<file path="src/rtl/nonce_search_ctrl_pkg.sv">
// Shared types and defaults for the nonce search sequencer.
// State encoding is 3 bits wide; widths default to the 96/32/24 datapath.
package nonce_search_ctrl_pkg;

    localparam int DATA_W_DEF  = 96;
    localparam int NONCE_W_DEF = 32;
    localparam int HASH_W_DEF  = 24;
    localparam int TGT_W       = 8;
    localparam int RETRY_W     = 8;
    localparam int WDOG_W      = 8;

    typedef enum logic [2:0] {
        S_IDLE    = 3'd0,
        S_LAUNCH  = 3'd1,
        S_WAIT    = 3'd2,
        S_CHECK   = 3'd3,
        S_FOUND   = 3'd4,
        S_EXHAUST = 3'd5
    } state_e;

endpackage

</file>
<file path="src/rtl/hash_watchdog.sv">
// Wait-cycle counter for one hash launch.
// Counts while enabled, stops at TIMEOUT and flags expiry.
module hash_watchdog
    import nonce_search_ctrl_pkg::*;
#(
    parameter int TIMEOUT = 255
) (
    input  logic clk,
    input  logic reset,
    input  logic clr,
    input  logic en,
    output logic expired
);

    logic [WDOG_W-1:0] cnt_q;
    logic [WDOG_W-1:0] cnt_d;

    assign expired = (cnt_q == WDOG_W'(TIMEOUT));

    always_comb begin
        cnt_d = cnt_q;
        if (clr) begin
            cnt_d = '0;
        end else if (en && !expired) begin
            cnt_d = cnt_q + 1'b1;
        end
    end

    always_ff @(posedge clk or negedge reset) begin
        if (!reset) begin
            cnt_q <= '0;
        end else begin
            cnt_q <= cnt_d;
        end
    end

endmodule

</file>
<file path="src/rtl/nonce_search_ctrl.sv">
// Mining sequencer: walks the nonce range, one hash launch per nonce,
// and reports the first nonce whose hash beats the latched target.
module nonce_search_ctrl
    import nonce_search_ctrl_pkg::*;
#(
    parameter int                 DATA_W     = DATA_W_DEF,
    parameter int                 NONCE_W    = NONCE_W_DEF,
    parameter int                 HASH_W     = HASH_W_DEF,
    parameter logic [NONCE_W-1:0] NONCE_INIT = '0,
    parameter logic [NONCE_W-1:0] NONCE_MAX  = '1,
    parameter int                 TIMEOUT    = 255
) (
    input  logic                      clk,
    input  logic                      reset,
    input  logic                      start,
    input  logic [DATA_W-1:0]         data_in,
    input  logic [TGT_W-1:0]          target,
    output logic                      hash_start,
    output logic [DATA_W+NONCE_W-1:0] hash_block,
    input  logic                      hash_done,
    input  logic [HASH_W-1:0]         hash_out,
    output logic                      busy,
    output logic                      finished,
    output logic [NONCE_W-1:0]        nonce_out,
    output logic                      exhausted,
    output logic [RETRY_W-1:0]        retries
);

    state_e state_q, state_d;

    logic [DATA_W-1:0]  data_q, data_d;
    logic [TGT_W-1:0]   target_q, target_d;
    logic [NONCE_W-1:0] nonce_q, nonce_d;
    logic [HASH_W-1:0]  hash_q, hash_d;
    logic [NONCE_W-1:0] nonce_out_q, nonce_out_d;
    logic               finished_q, finished_d;
    logic               exhausted_q, exhausted_d;
    logic [RETRY_W-1:0] retries_q, retries_d;

    logic idle_like;
    logic wdog_clr;
    logic wdog_en;
    logic wdog_exp;
    logic pass;
    logic last;
    logic unused_hash_lo;

    hash_watchdog #(
        .TIMEOUT (TIMEOUT)
    ) u_wdog (
        .clk     (clk),
        .reset   (reset),
        .clr     (wdog_clr),
        .en      (wdog_en),
        .expired (wdog_exp)
    );

    assign idle_like = (state_q == S_IDLE) || (state_q == S_FOUND) ||
                       (state_q == S_EXHAUST);
    assign wdog_clr  = (state_q == S_LAUNCH);
    assign wdog_en   = (state_q == S_WAIT) && !hash_done;

    // Both upper hash bytes must be strictly below the target.
    assign pass = (hash_q[HASH_W-1 -: 8] < target_q) &&
                  (hash_q[HASH_W-9 -: 8] < target_q);
    assign last = (nonce_q == NONCE_MAX);

    assign unused_hash_lo = ^hash_q[HASH_W-17:0];

    always_ff @(posedge clk or negedge reset) begin
        if (!reset) begin
            state_q <= S_IDLE;
        end else begin
            state_q <= state_d;
        end
    end

    always_comb begin
        state_d = state_q;
        unique case (state_q)
            S_IDLE, S_FOUND, S_EXHAUST: begin
                if (start) state_d = S_LAUNCH;
            end
            S_LAUNCH: state_d = S_WAIT;
            S_WAIT: begin
                if (hash_done)     state_d = S_CHECK;
                else if (wdog_exp) state_d = S_LAUNCH;
            end
            S_CHECK: begin
                if (pass)      state_d = S_FOUND;
                else if (last) state_d = S_EXHAUST;
                else           state_d = S_LAUNCH;
            end
            default: state_d = S_IDLE;
        endcase
    end

    always_comb begin
        hash_start = (state_q == S_LAUNCH);
        busy       = (state_q == S_LAUNCH) || (state_q == S_WAIT) ||
                     (state_q == S_CHECK);
    end

    always_comb begin
        data_d      = data_q;
        target_d    = target_q;
        nonce_d     = nonce_q;
        hash_d      = hash_q;
        nonce_out_d = nonce_out_q;
        finished_d  = finished_q;
        exhausted_d = exhausted_q;
        retries_d   = retries_q;
        if (idle_like && start) begin
            data_d      = data_in;
            target_d    = target;
            nonce_d     = NONCE_INIT;
            finished_d  = 1'b0;
            exhausted_d = 1'b0;
            retries_d   = '0;
        end
        if (state_q == S_WAIT) begin
            if (hash_done) begin
                hash_d = hash_out;
            end else if (wdog_exp && (retries_q != '1)) begin
                retries_d = retries_q + 1'b1;
            end
        end
        if (state_q == S_CHECK) begin
            if (pass) begin
                nonce_out_d = nonce_q;
                finished_d  = 1'b1;
            end else if (last) begin
                exhausted_d = 1'b1;
            end else begin
                nonce_d = nonce_q + 1'b1;
            end
        end
    end

    always_ff @(posedge clk or negedge reset) begin
        if (!reset) begin
            data_q      <= '0;
            target_q    <= '0;
            nonce_q     <= '0;
            hash_q      <= '0;
            nonce_out_q <= '0;
            finished_q  <= 1'b0;
            exhausted_q <= 1'b0;
            retries_q   <= '0;
        end else begin
            data_q      <= data_d;
            target_q    <= target_d;
            nonce_q     <= nonce_d;
            hash_q      <= hash_d;
            nonce_out_q <= nonce_out_d;
            finished_q  <= finished_d;
            exhausted_q <= exhausted_d;
            retries_q   <= retries_d;
        end
    end

    assign hash_block = {data_q, nonce_q};
    assign finished   = finished_q;
    assign nonce_out  = nonce_out_q;
    assign exhausted  = exhausted_q;
    assign retries    = retries_q;

endmodule

</file>
<file path="config.mk">
export PLATFORM = sky130hd
export DESIGN_NAME = nonce_search_ctrl
export DESIGN_NICKNAME = d
export VERILOG_FILES = /design/src/rtl/nonce_search_ctrl_pkg.sv /design/src/rtl/hash_watchdog.sv /design/src/rtl/nonce_search_ctrl.sv
export SDC_FILE = /design/constraint.sdc
export NUM_CORES = 1
export LEC_CHECK = 0
export CAP_MARGIN = 20
export CORE_ASPECT_RATIO = 1.25
export CORE_MARGIN = 3
export CORE_UTILIZATION = 42
export DETAILED_ROUTE_END_ITERATION = 12
export PLACE_DENSITY = 0.77
export SYNTH_ARGS = -nofsm -noshare
export SYNTH_HDL_FRONTEND = slang
export SYNTH_SLANG_ARGS = --single-unit
</file>
<file path="constraint.sdc">
create_clock -name clk -period 2.25 [get_ports clk]
set_input_delay 0.45 -clock clk [delete_from_list [all_inputs] [get_ports clk]]
set_output_delay 0.45 -clock clk [all_outputs]
set_load 0.005 [all_outputs]
</file>
==> metrics.md <==
| Metric | Value |
|---|---|
| Worst Setup Path Type | flip-flop to flip-flop |
| Worst R2R Path Depth | 8 |
| Drt via density | 5.134 |
| Multi-input gate area | 4046 sq um |
| Crit path from | target_q[2] |
| Reg2reg end | nonce_out[8] |
| CP Data Required Time | 2630 ps |
| Setup crit start kind | flip-flop |
| Switching Share | 34.40% |
| DP Cell Count | 1550 |
| Run status | complete, but fails checks |
| Max Fclk | 416.6 MHz |
| Slew margin rel. | 65.28% |
| Leak | 6.523 nW |
| Combinational group share of total power | 48.0% |
| Drt wl/cell | 17.33 um |
| Deepest clock path buffer count | 3 |
| Commonest non-fill, non-tap cell in the layout | nand2_1 |
| Post-synth cell types | 65 |
| Max-slew violations | 0 |
| Crit path capture | nonce_out[8] |
| Post-synthesis cell area | 9264 sq um |
| Vias in the first global route | 8481 |
| RSZ-0062 raised after global routing | true |
| Pin count of the biggest net entering global routing | 97 |
| Critical path's slowest cell | or3_4 |
| Final hold vios | 0 |
| RR Startpoint | target_q[2] |
| Final ANT Viol Nets | 0 |
| Switching power | 6.211 mW |
| DRC errors left | 0 |
| DIE AREA | 23890 sq um |
| Port buffer count | 295 |
| Final setup fails | 60 |
| CP peak stage delay | 460 ps |
| DRT Pass-1 Iters | 4 |
| Critical path capture point type | flip-flop |
| Final Cycle Share | 106.7% |
| Clk sinks | 205 |
| Final worst path period need | 2401 ps |
| Min-delay src | data_q[52] |
| PwrDens | 1271 nW/um^2 |
| WL final | 27.72 mm |
| First-pass GRT wire length | 43.07 mm |
| Failing checks | setup timing |
| Setup TNS | -4369 ps |
| Setup ws final | -150.6 ps |
| Starting Density | 42.85% |
| DP HPWL | 18.99 mm |
| Antenna diode count | 0 |
| Syn. warnings | 0 |
| Final #Nets | 1458 |
| Synthesized flop and latch total | 205 |
| Most frequent cells in the layout | nand2_1 (336), clkdlybuf4s50_1 (293), dfrtp_1 (204), buf_4 (58), inv_1 (29) |
| Final estimated routing congestion in global placement | 0.8519 |
| Max-cap viol count | 0 |
| Core Util, Final | 65.70% |
| Post-Syn Instances | 954 |
| CTS root buffer | clkbuf_16 |
| Synthesized area per cell | 9.711 sq um |
| Worst VDD drop | 775.0 uV |
| Routed via count | 8214 |
| Largest delay contributor family on the critical path | compound AO/OA/AOI/OAI gates |
| Num CTS Buffers | 22 |
| Die height | 172.0 um |
| Final Skew | 8.246 ps |
| Synth Net Count | 1103 |
| CP cell instances | inv_2 > ha_4 > a211o_1 > a31oi_2 > o41ai_2 > buf_4 > or3_4 > mux2_1 |
| Flop pwr share | 32.5% |
| Latest clock arrival within the worst-skew pair | 500 ps |
| Setup WS pre-CTS | -182.5 ps |
| Clock transition at path regs | 60 ps |
| Async set-or-reset flop fraction in the synthesized netlist | 100.0% |
| Final non-filler cell total | 1600 |
| Ports | 304 |
| Worst Tran Pin Value | 520.8 ps |
| Layout cells sized above 1 | 18.70% |
| Buf/Inv on CP | 2 |
| Min-delay worst type | flip-flop to flip-flop |
| Grt ovf | 0 |
| Initial DRC count | 474 |
| Width of the die | 138.8 um |
| H-tree Lvls | 1 |
| Register Area | 5131 sq um |
| Core area | 21620 sq um |
| Hold_ws | 471.7 ps |
| Clock Power Share | 19.5% |
| Crit-path max FO | 8 |
| TritonCTS clock tree | yes |
| Area grow syn2layout | 53.34% |
| CP Depth | 8 |
| # rows | 60 |
| Seq/Total Area, Yosys | 55.38% |
| P_int | 11.84 mW |
| Filler cells | 1665 |
| CP arrival | 2780 ps |
| Antenna violations before repair | 0 |
| Post-synth EDFFs | 0 |
| Ys flop type | dfrtp_1 |
| Flop2flop setup slack | -150 ps |
| GR Util All Layers | 21.79% |
==> power by group through the flow <==
stage	Sequential (mW)	Clock, mW	Combinational (mW)
floorplan	5.87	0	3.04
global placement	5.78	0	7.32
detailed placement	5.84	0	7.49
CTS	5.82	3.61	7.98
global route	6.04	3.77	9.43
finish	5.86	3.53	8.67
==> worst min-delay path by stage <==
stage / to / slack (ps) / depth (start not counted)
finish: data_q[52] / 470 / 2
global route: data_q[28] / 460 / 3
CTS: data_q[40] / 460 / 3
detailed placement: data_q[32] / 460 / 2
global placement: data_q[1] / 460 / 2
floorplan: data_q[0] / 150 / 0
==> per-stage QoR <==
step / power (mW) / instance area, sq um
final: 18.05 / 14200
after CTS: 17.42 / 13900
after global placement: 13.11 / 13030
after floorplan: 8.914 / 9271
after global routing: 19.24 / 14200
after detailed placement: 13.32 / 13030
==> sequential cells by signal, summed over array words and instances (netlist names) <==
name and cells:
state_q 3, data_q 96, nonce_q 32, target_q 8
u_wdog.cnt_q 8, nonce_out 32, exhausted 1, hash_q 16
retries 8, finished 1
==> area by class of cell <==
cell class,instances,area share [%]
repair buffers,380,27.11
clock buffers,30,4.519
flip-flops and latches,205,36.12
inverters,34,0.8984
multi-input cells,666,28.49
clock inverters,6,0.4052
well taps,279,2.457
==> kinds of logic (layout without fill, tap and decap cells) <==
logic type                 after synthesis  in the layout  share of synthesized area, %
AOI/OAI and AO/OA                      122            122                         10.32
xor gates and xnor gates                10             10                        0.9454
adders and majority gates               17             17                         2.296
buffers and inverters                   84            450                         4.106
DFF                                    205            205                         55.38
muxes                                   30             30                         3.539
and+or+nand+nor                        486            487                         23.42
==> cell usage after synthesis, types with 8 or more instances <==
cell,n,area (sq um)
inv_1,34,127.6
o211a_1,8,80.08
o21ai_2,17,148.9
nand4_1,8,50.05
mux2_2,19,214.0
and3_1,20,125.1
nand2_1,356,1336
ha_1,17,212.7
nor4_1,12,75.07
nor3_1,20,100.1
dfrtp_1,205,5130
nor2_1,16,60.06
mux2i_1,8,80.08
clkbuf_1,29,108.9
o211ai_2,19,237.7
o21ai_0,42,210.2
buf_2,14,70.07
nand3_1,18,90.09
==> routing by layer <==
| layer | vias to the layer above | share of wire [%] | global-route usage, % |
|---|---|---|---|
| li1 | 3900 | - | - |
| met4 | 0 | 2.2 | 5.362 |
| met5 | - | 0 | 0 |
| met2 | 333 | 51 | 39.12 |
| met1 | 3934 | 38 | 25.56 |
| met3 | 47 | 8.9 | 6.971 |
==> repair_timing <==
item	in CTS	in global routing
setup endpoints to repair	67	68
hold buffers	1	0
cloned	2	4
hold endpoints to repair	50	0
pin swaps	10	8
gates resized for setup	46	54
setup buffers	5	3
==> tightest hold or removal path: stages (launching register included) <==
cell and delay, ps:
dfrtp_1 340, nand2_1 50, nand2_1 50
(Power assumes the default switching activity.)
